## src/rtl/bus_arb_pkg.sv

```systemverilog
// Shared types and constants for the bus source arbiter: FSM state encoding,
// source index type, settle counter sizing and the one-hot grant helper.
package bus_arb_pkg;

  typedef enum logic [1:0] {
    ST_IDLE   = 2'd0,
    ST_SETTLE = 2'd1,
    ST_DONE   = 2'd2
  } state_t;

  typedef logic [1:0] src_idx_t;

  localparam int CNT_W      = 4;
  localparam int SETTLE_MIN = 1;
  localparam int SETTLE_MAX = 15;

  function automatic logic [3:0] onehot4(input src_idx_t idx);
    return 4'b0001 << idx;
  endfunction

endpackage

```

## src/rtl/bus_source_arbiter_if.sv

```systemverilog
// Requester handshake plus select/data lines to the 4:1 computer_data_bus.
// The arbiter uses the slave modport; requesters and the bus use master.
interface bus_source_arbiter_if;

  logic [3:0] req;
  logic       d;
  logic       s0;
  logic       s1;
  logic       q;
  logic [3:0] ack;
  logic       busy;

  modport master (
    output req,
    output d,
    input  s0,
    input  s1,
    input  q,
    input  ack,
    input  busy
  );

  modport slave (
    input  req,
    input  d,
    output s0,
    output s1,
    output q,
    output ack,
    output busy
  );

endinterface

```

## src/rtl/bus_arb_pick.sv

```systemverilog
// Combinational grant picker. BUS_ARB_RR_EN selects round-robin search from
// ptr (wrapping 3->0); otherwise fixed priority with req[0] highest.
module bus_arb_pick
  import bus_arb_pkg::*;
(
  input  logic [3:0] req,
  input  src_idx_t   ptr,
  output src_idx_t   g,
  output logic       any
);

`ifdef BUS_ARB_RR_EN
  src_idx_t idx_s;
  logic     found_s;

  // Scan the four sources starting at the pointer; first asserted one wins
  always_comb begin
    g       = ptr;
    idx_s   = ptr;
    found_s = 1'b0;
    for (int i = 0; i < 4; i++) begin
      idx_s = ptr + src_idx_t'(i);
      if (!found_s && req[idx_s]) begin
        g       = idx_s;
        found_s = 1'b1;
      end else begin
        found_s = found_s;
      end
    end
  end
`else
  logic unused_ptr_s;
  assign unused_ptr_s = ^ptr;

  // Fixed priority, lowest index wins
  always_comb begin
    if (req[0]) begin
      g = 2'd0;
    end else if (req[1]) begin
      g = 2'd1;
    end else if (req[2]) begin
      g = 2'd2;
    end else if (req[3]) begin
      g = 2'd3;
    end else begin
      g = 2'd0;
    end
  end
`endif

  assign any = |req;

endmodule

```

## src/rtl/bus_source_arbiter.sv

```systemverilog
// Clocked owner of the computer_data_bus select lines: grants one requester,
// holds s1/s0 for SETTLE_CYCLES, samples d and returns it via req/ack.
// Optional round-robin arbitration is enabled by defining BUS_ARB_RR_EN.
module bus_source_arbiter
  import bus_arb_pkg::*;
#(
  parameter int SETTLE_CYCLES = 2
) (
  input logic                 clk,
  input logic                 rst_n,
  bus_source_arbiter_if.slave bus
);

  if (SETTLE_CYCLES < SETTLE_MIN || SETTLE_CYCLES > SETTLE_MAX) begin : g_bad_settle
    $error("bus_source_arbiter: SETTLE_CYCLES=%0d outside legal range 1..15", SETTLE_CYCLES);
  end

  localparam logic [CNT_W-1:0] SETTLE_LOAD = CNT_W'(SETTLE_CYCLES - 1);

  state_t           state_r;
  src_idx_t         grant_r;
  src_idx_t         sel_r;
  logic [CNT_W-1:0] cnt_r;
  logic             q_r;
  logic [3:0]       ack_r;
  logic             busy_r;

  src_idx_t         pick_g_s;
  logic             pick_any_s;
  src_idx_t         ptr_s;
  logic             req_g_s;
  logic             complete_s;

  assign req_g_s    = bus.req[grant_r];
  assign complete_s = (state_r == ST_SETTLE) && req_g_s && (cnt_r == {CNT_W{1'b0}});

  bus_arb_pick u_pick (
    .req (bus.req),
    .ptr (ptr_s),
    .g   (pick_g_s),
    .any (pick_any_s)
  );

`ifdef BUS_ARB_RR_EN
  src_idx_t ptr_r;

  // Round-robin pointer moves past the winner only when a transfer completes
  always_ff @(posedge clk or negedge rst_n) begin
    if (!rst_n) begin
      ptr_r <= 2'd0;
    end else if (complete_s) begin
      ptr_r <= grant_r + 2'd1;
    end
  end

  assign ptr_s = ptr_r;
`else
  assign ptr_s = 2'd0;
`endif

  // Transaction FSM; select lines are only ever loaded when leaving IDLE
  always_ff @(posedge clk or negedge rst_n) begin
    if (!rst_n) begin
      state_r <= ST_IDLE;
      grant_r <= 2'd0;
      sel_r   <= 2'd0;
      cnt_r   <= {CNT_W{1'b0}};
      q_r     <= 1'b0;
      ack_r   <= 4'b0000;
      busy_r  <= 1'b0;
    end else begin
      case (state_r)
        ST_IDLE: begin
          if (pick_any_s) begin
            grant_r <= pick_g_s;
            sel_r   <= pick_g_s;
            cnt_r   <= SETTLE_LOAD;
            busy_r  <= 1'b1;
            state_r <= ST_SETTLE;
          end
        end
        ST_SETTLE: begin
          if (!req_g_s) begin
            busy_r  <= 1'b0;
            state_r <= ST_IDLE;
          end else if (cnt_r == {CNT_W{1'b0}}) begin
            q_r     <= bus.d;
            ack_r   <= onehot4(grant_r);
            state_r <= ST_DONE;
          end else begin
            cnt_r <= cnt_r - {{(CNT_W-1){1'b0}}, 1'b1};
          end
        end
        ST_DONE: begin
          if (!req_g_s) begin
            ack_r   <= 4'b0000;
            busy_r  <= 1'b0;
            state_r <= ST_IDLE;
          end
        end
        default: begin
          ack_r   <= 4'b0000;
          busy_r  <= 1'b0;
          state_r <= ST_IDLE;
        end
      endcase
    end
  end

  assign bus.s1   = sel_r[1];
  assign bus.s0   = sel_r[0];
  assign bus.q    = q_r;
  assign bus.ack  = ack_r;
  assign bus.busy = busy_r;

endmodule

```

## src/flat_wrapper.sv

```systemverilog
// flat-port wrapper written by rule: the top's interface ports become plain ports
module bus_source_arbiter_flat import bus_arb_pkg::*;
#(
  parameter int SETTLE_CYCLES = 2
)
  (clk, rst_n, bus_req, bus_d, bus_s0, bus_s1, bus_q, bus_ack, bus_busy);
  bus_source_arbiter_if bus_i ();
  input logic clk;
  input logic rst_n;
  input wire logic [$bits(bus_i.req)-1:0] bus_req;
  input wire logic [$bits(bus_i.d)-1:0] bus_d;
  output wire logic [$bits(bus_i.s0)-1:0] bus_s0;
  output wire logic [$bits(bus_i.s1)-1:0] bus_s1;
  output wire logic [$bits(bus_i.q)-1:0] bus_q;
  output wire logic [$bits(bus_i.ack)-1:0] bus_ack;
  output wire logic [$bits(bus_i.busy)-1:0] bus_busy;
  assign bus_i.req = bus_req;
  assign bus_i.d = bus_d;
  assign bus_s0 = bus_i.s0;
  assign bus_s1 = bus_i.s1;
  assign bus_q = bus_i.q;
  assign bus_ack = bus_i.ack;
  assign bus_busy = bus_i.busy;
  bus_source_arbiter #(.SETTLE_CYCLES(SETTLE_CYCLES)) u_core (.clk(clk), .rst_n(rst_n), .bus(bus_i));
endmodule
```

## config.mk

```make
export PLATFORM = sky130hd
export DESIGN_NAME = bus_source_arbiter_flat
export DESIGN_NICKNAME = d
export VERILOG_FILES = /design/src/rtl/bus_arb_pkg.sv /design/src/rtl/bus_source_arbiter_if.sv /design/src/rtl/bus_arb_pick.sv /design/src/rtl/bus_source_arbiter.sv /design/src/flat_wrapper.sv
export SDC_FILE = /design/constraint.sdc
export NUM_CORES = 1
export LEC_CHECK = 0
export ABC_AREA = 1
export CAP_MARGIN = 10
export CORE_MARGIN = 5
export CORE_UTILIZATION = 35
export CTS_CLUSTER_DIAMETER = 100
export DETAILED_ROUTE_END_ITERATION = 8
export PLACE_DENSITY = 0.61
export SLEW_MARGIN = 5
export SYNTH_ARGS = -nofsm -noshare
export SYNTH_HDL_FRONTEND = slang
export SYNTH_SLANG_ARGS = --single-unit
```

## constraint.sdc

```tcl
create_clock -name clk -period 4.2 [get_ports clk]
set_input_delay 0.84 -clock clk [delete_from_list [all_inputs] [get_ports clk]]
set_output_delay 0.84 -clock clk [all_outputs]
set_load 0.1 [all_outputs]
```

==> run metrics <==
status=completed; antenna-violating nets left=0; IO Port Bufs=14; reg2reg path depth=8; most instantiated cells after synthesis=nand2_1, dfrtp_1, nand3_1; H-tree level count=1; CP Max Fanout=6; area of the core=2500 um2; Final Hold Fails=0; Placer Congestion=0.820; min-delay src=u_core.bus.ack[3]; DRC viols=0; Mapped Avg Cell Area=7.82 um2; met3 GRT Util=2.52%; DP HPWL=1450 um; Synth Net Count=129; fillers=251; Setup-failing EPs final=0; worst-path cell chain=clkdlybuf4s50_1; Die Wd=61.1 um; crit-path max cell delay=1.18 ns; Worst Hold Path Cells=2; clock insertion delay at the later pin of the skew report=0.28 ns; Post-CTS Setup Bufs=0; met1 usage in global routing=15.8%; Inst Count DP=161; Rows=18; TritonCTS clock tree=built; relative slew slack=35.2%; Post-synth EDFFs=0; Synth cell types=21; Syn Inst Count=117; Reg-to-Reg End=u_core.cnt_r[3]; wire per inst=11.2 um; synth top area cells=dfrtp_1, nand2_1, ha_1, nand3_1, nand2_2; Clock Sinks=14; Pre-antenna DRT Iters=4; Reg2Reg Launch Point=u_core.state_r[1]; sequential element share of the synthesized area=38.3%; area of the multi-input gates=508 um2; post-route cell area=1130 um2; GRT Resource Usage Total=11.9%; critical path arrival=1.94 ns; worst hold path class=reg -> reg; Root Buffer=clkbuf_4; Final period util=66.2%; met2 Use GR=19.5%; CP top delay family=buffers and inverters; GRT busiest layer=met2; first-pass GRT wire length=3350 um; total gr overflow=0; Final #Nets=148; Final Skew=0.00278 ns; antenna diode count=0; RSZ-0062 raised after global routing=false; die area=3740 um2; reg-to-reg slack, setup=2.62 ns; Placement Cell Area=1090 um2; clock tree buffer depth=2; CTS buffer count=3; FF+latch count, synth=14; Buf/Inv on CP=1; Resized Gates After CTS=0; max-cap violation count=0; synthesized area=915 um2; post-layout minimum cycle time=2.78 ns; CTS clk-pin slew, worst paths=0.09 ns; Yosys top cell area share=38.3%; Vias=795; cell taking the most area after synthesis=dfrtp_1; Async S/R FF share, synth=100%; worst slew pin tran=0.969 ns; fin cells=165; initial antenna violation count=0; hold_buf cts=0; chip height=61.1 um; via density per instance=4.82; Synth Warn #=0; vias in the first global route=774; most frequent cell after synthesis=nand2_1; Reg area=350 um2; CP endpoint kind=output pin; setup TNS=0 ns; CP max stage cell=clkdlybuf4s50_1; Slew Limit Fails=0; Setup CP Type=reg -> out; max frequency=0.360 GHz; Area growth, synth to finish=23.4%; largest net degree at the start of global routing=15; Initial Util=36.6%; io pins=15; WHS Endpoint=u_core.bus.ack[3]; share of layout cells above drive strength 1=19.3%; ys flop type=dfrtp_1; wirelength, routed=1860 um; Setup crit start kind=flip-flop; DRT iter0 DRCs=22; Req. time, crit path=3.36 ns
state kept, by name (all words and copies together), names as in the netlist:
register	count
u_core.bus.ack	4
u_core.cnt_r	4
u_core.grant_r	2
u_core.state_r	2
u_core.bus.busy	1
u_core.bus.q	1
worst reg2reg max path: cells and delay by family, from the launching register on:
family | cells | cell delay [ns]
flip-flops | 1 | 0.39
AND/OR/NAND/NOR | 4 | 0.31
buffers and inverters | 2 | 0.28
adder cells (fa/ha/maj) | 1 | 0.29
AO/OA/AOI/OAI | 1 | 0.21
cells by family (layout without fill, tap and decap cells):
group	Yosys count	in the layout	share of synthesized area (%)
flops	14	14	38.3
buf+inv	15	33	6.16
simple gates	73	73	40.5
compound gates	9	9	7.25
fa+ha+maj	5	5	6.84
xor+xnor	1	1	0.958
metal layers:
metal / routed length [um] / vias to the layer above
li1: - / 415
met1: 876 / 361
met2: 868 / 15
met3: 83 / 4
met4: 27 / 0
met5: 0 / -
layout by cell type (no fill, tap or decap):
master	count
nand2_2	9
a21oi_4	1
nand2_4	3
nor2_2	1
nand2_1	35
o21ai_1	4
inv_2	4
clkdlybuf4s50_1	14
nor2_1	5
ha_1	5
clkbuf_8	1
nand3_2	2
dfrtp_1	14
a21oi_1	1
a21oi_2	1
o31ai_1	1
nor3_1	4
o41ai_1	1
nand3_1	12
clkbuf_4	3
xnor2_1	1
nand4_1	1
nand3_4	1
inv_1	11
worst max path at each step:
stage                      start                 to  slack, ns  cells after the start
2_1_floorplan  u_core.grant_r[1]  u_core.bus.ack[0]       2.35                      7
3_3_place_gp   u_core.grant_r[1]             bus_s1       1.75                      1
3_5_place_dp   u_core.grant_r[1]             bus_s1       1.73                      1
4_1_cts        u_core.grant_r[1]             bus_s1       1.41                      1
5_1_grt        u_core.grant_r[1]             bus_s1       1.36                      1
6_report       u_core.grant_r[1]             bus_s1       1.42                      1
area by class of cell:
cell class | instances | share of cell area [%]
multi-input cells | 88 | 45.0
flip-flops and latches | 14 | 31.0
repair buffers | 14 | 12.4
inverters | 15 | 4.99
well taps | 30 | 3.33
clock buffers | 4 | 3.22
metrics by stage:
stage,hold WS (ns),utilization (%),worst slack [ns]
global route,0.512,45.1,1.36
detailed placement,0.459,43.7,1.73
finish,0.477,45.1,1.42
CTS,0.482,45.1,1.41
global placement,0.457,43.7,1.75
floorplan,0.442,-,2.35
Power is not shown: default switching activity piles up to over one toggle a cycle in this logic, so the estimate is an artifact.
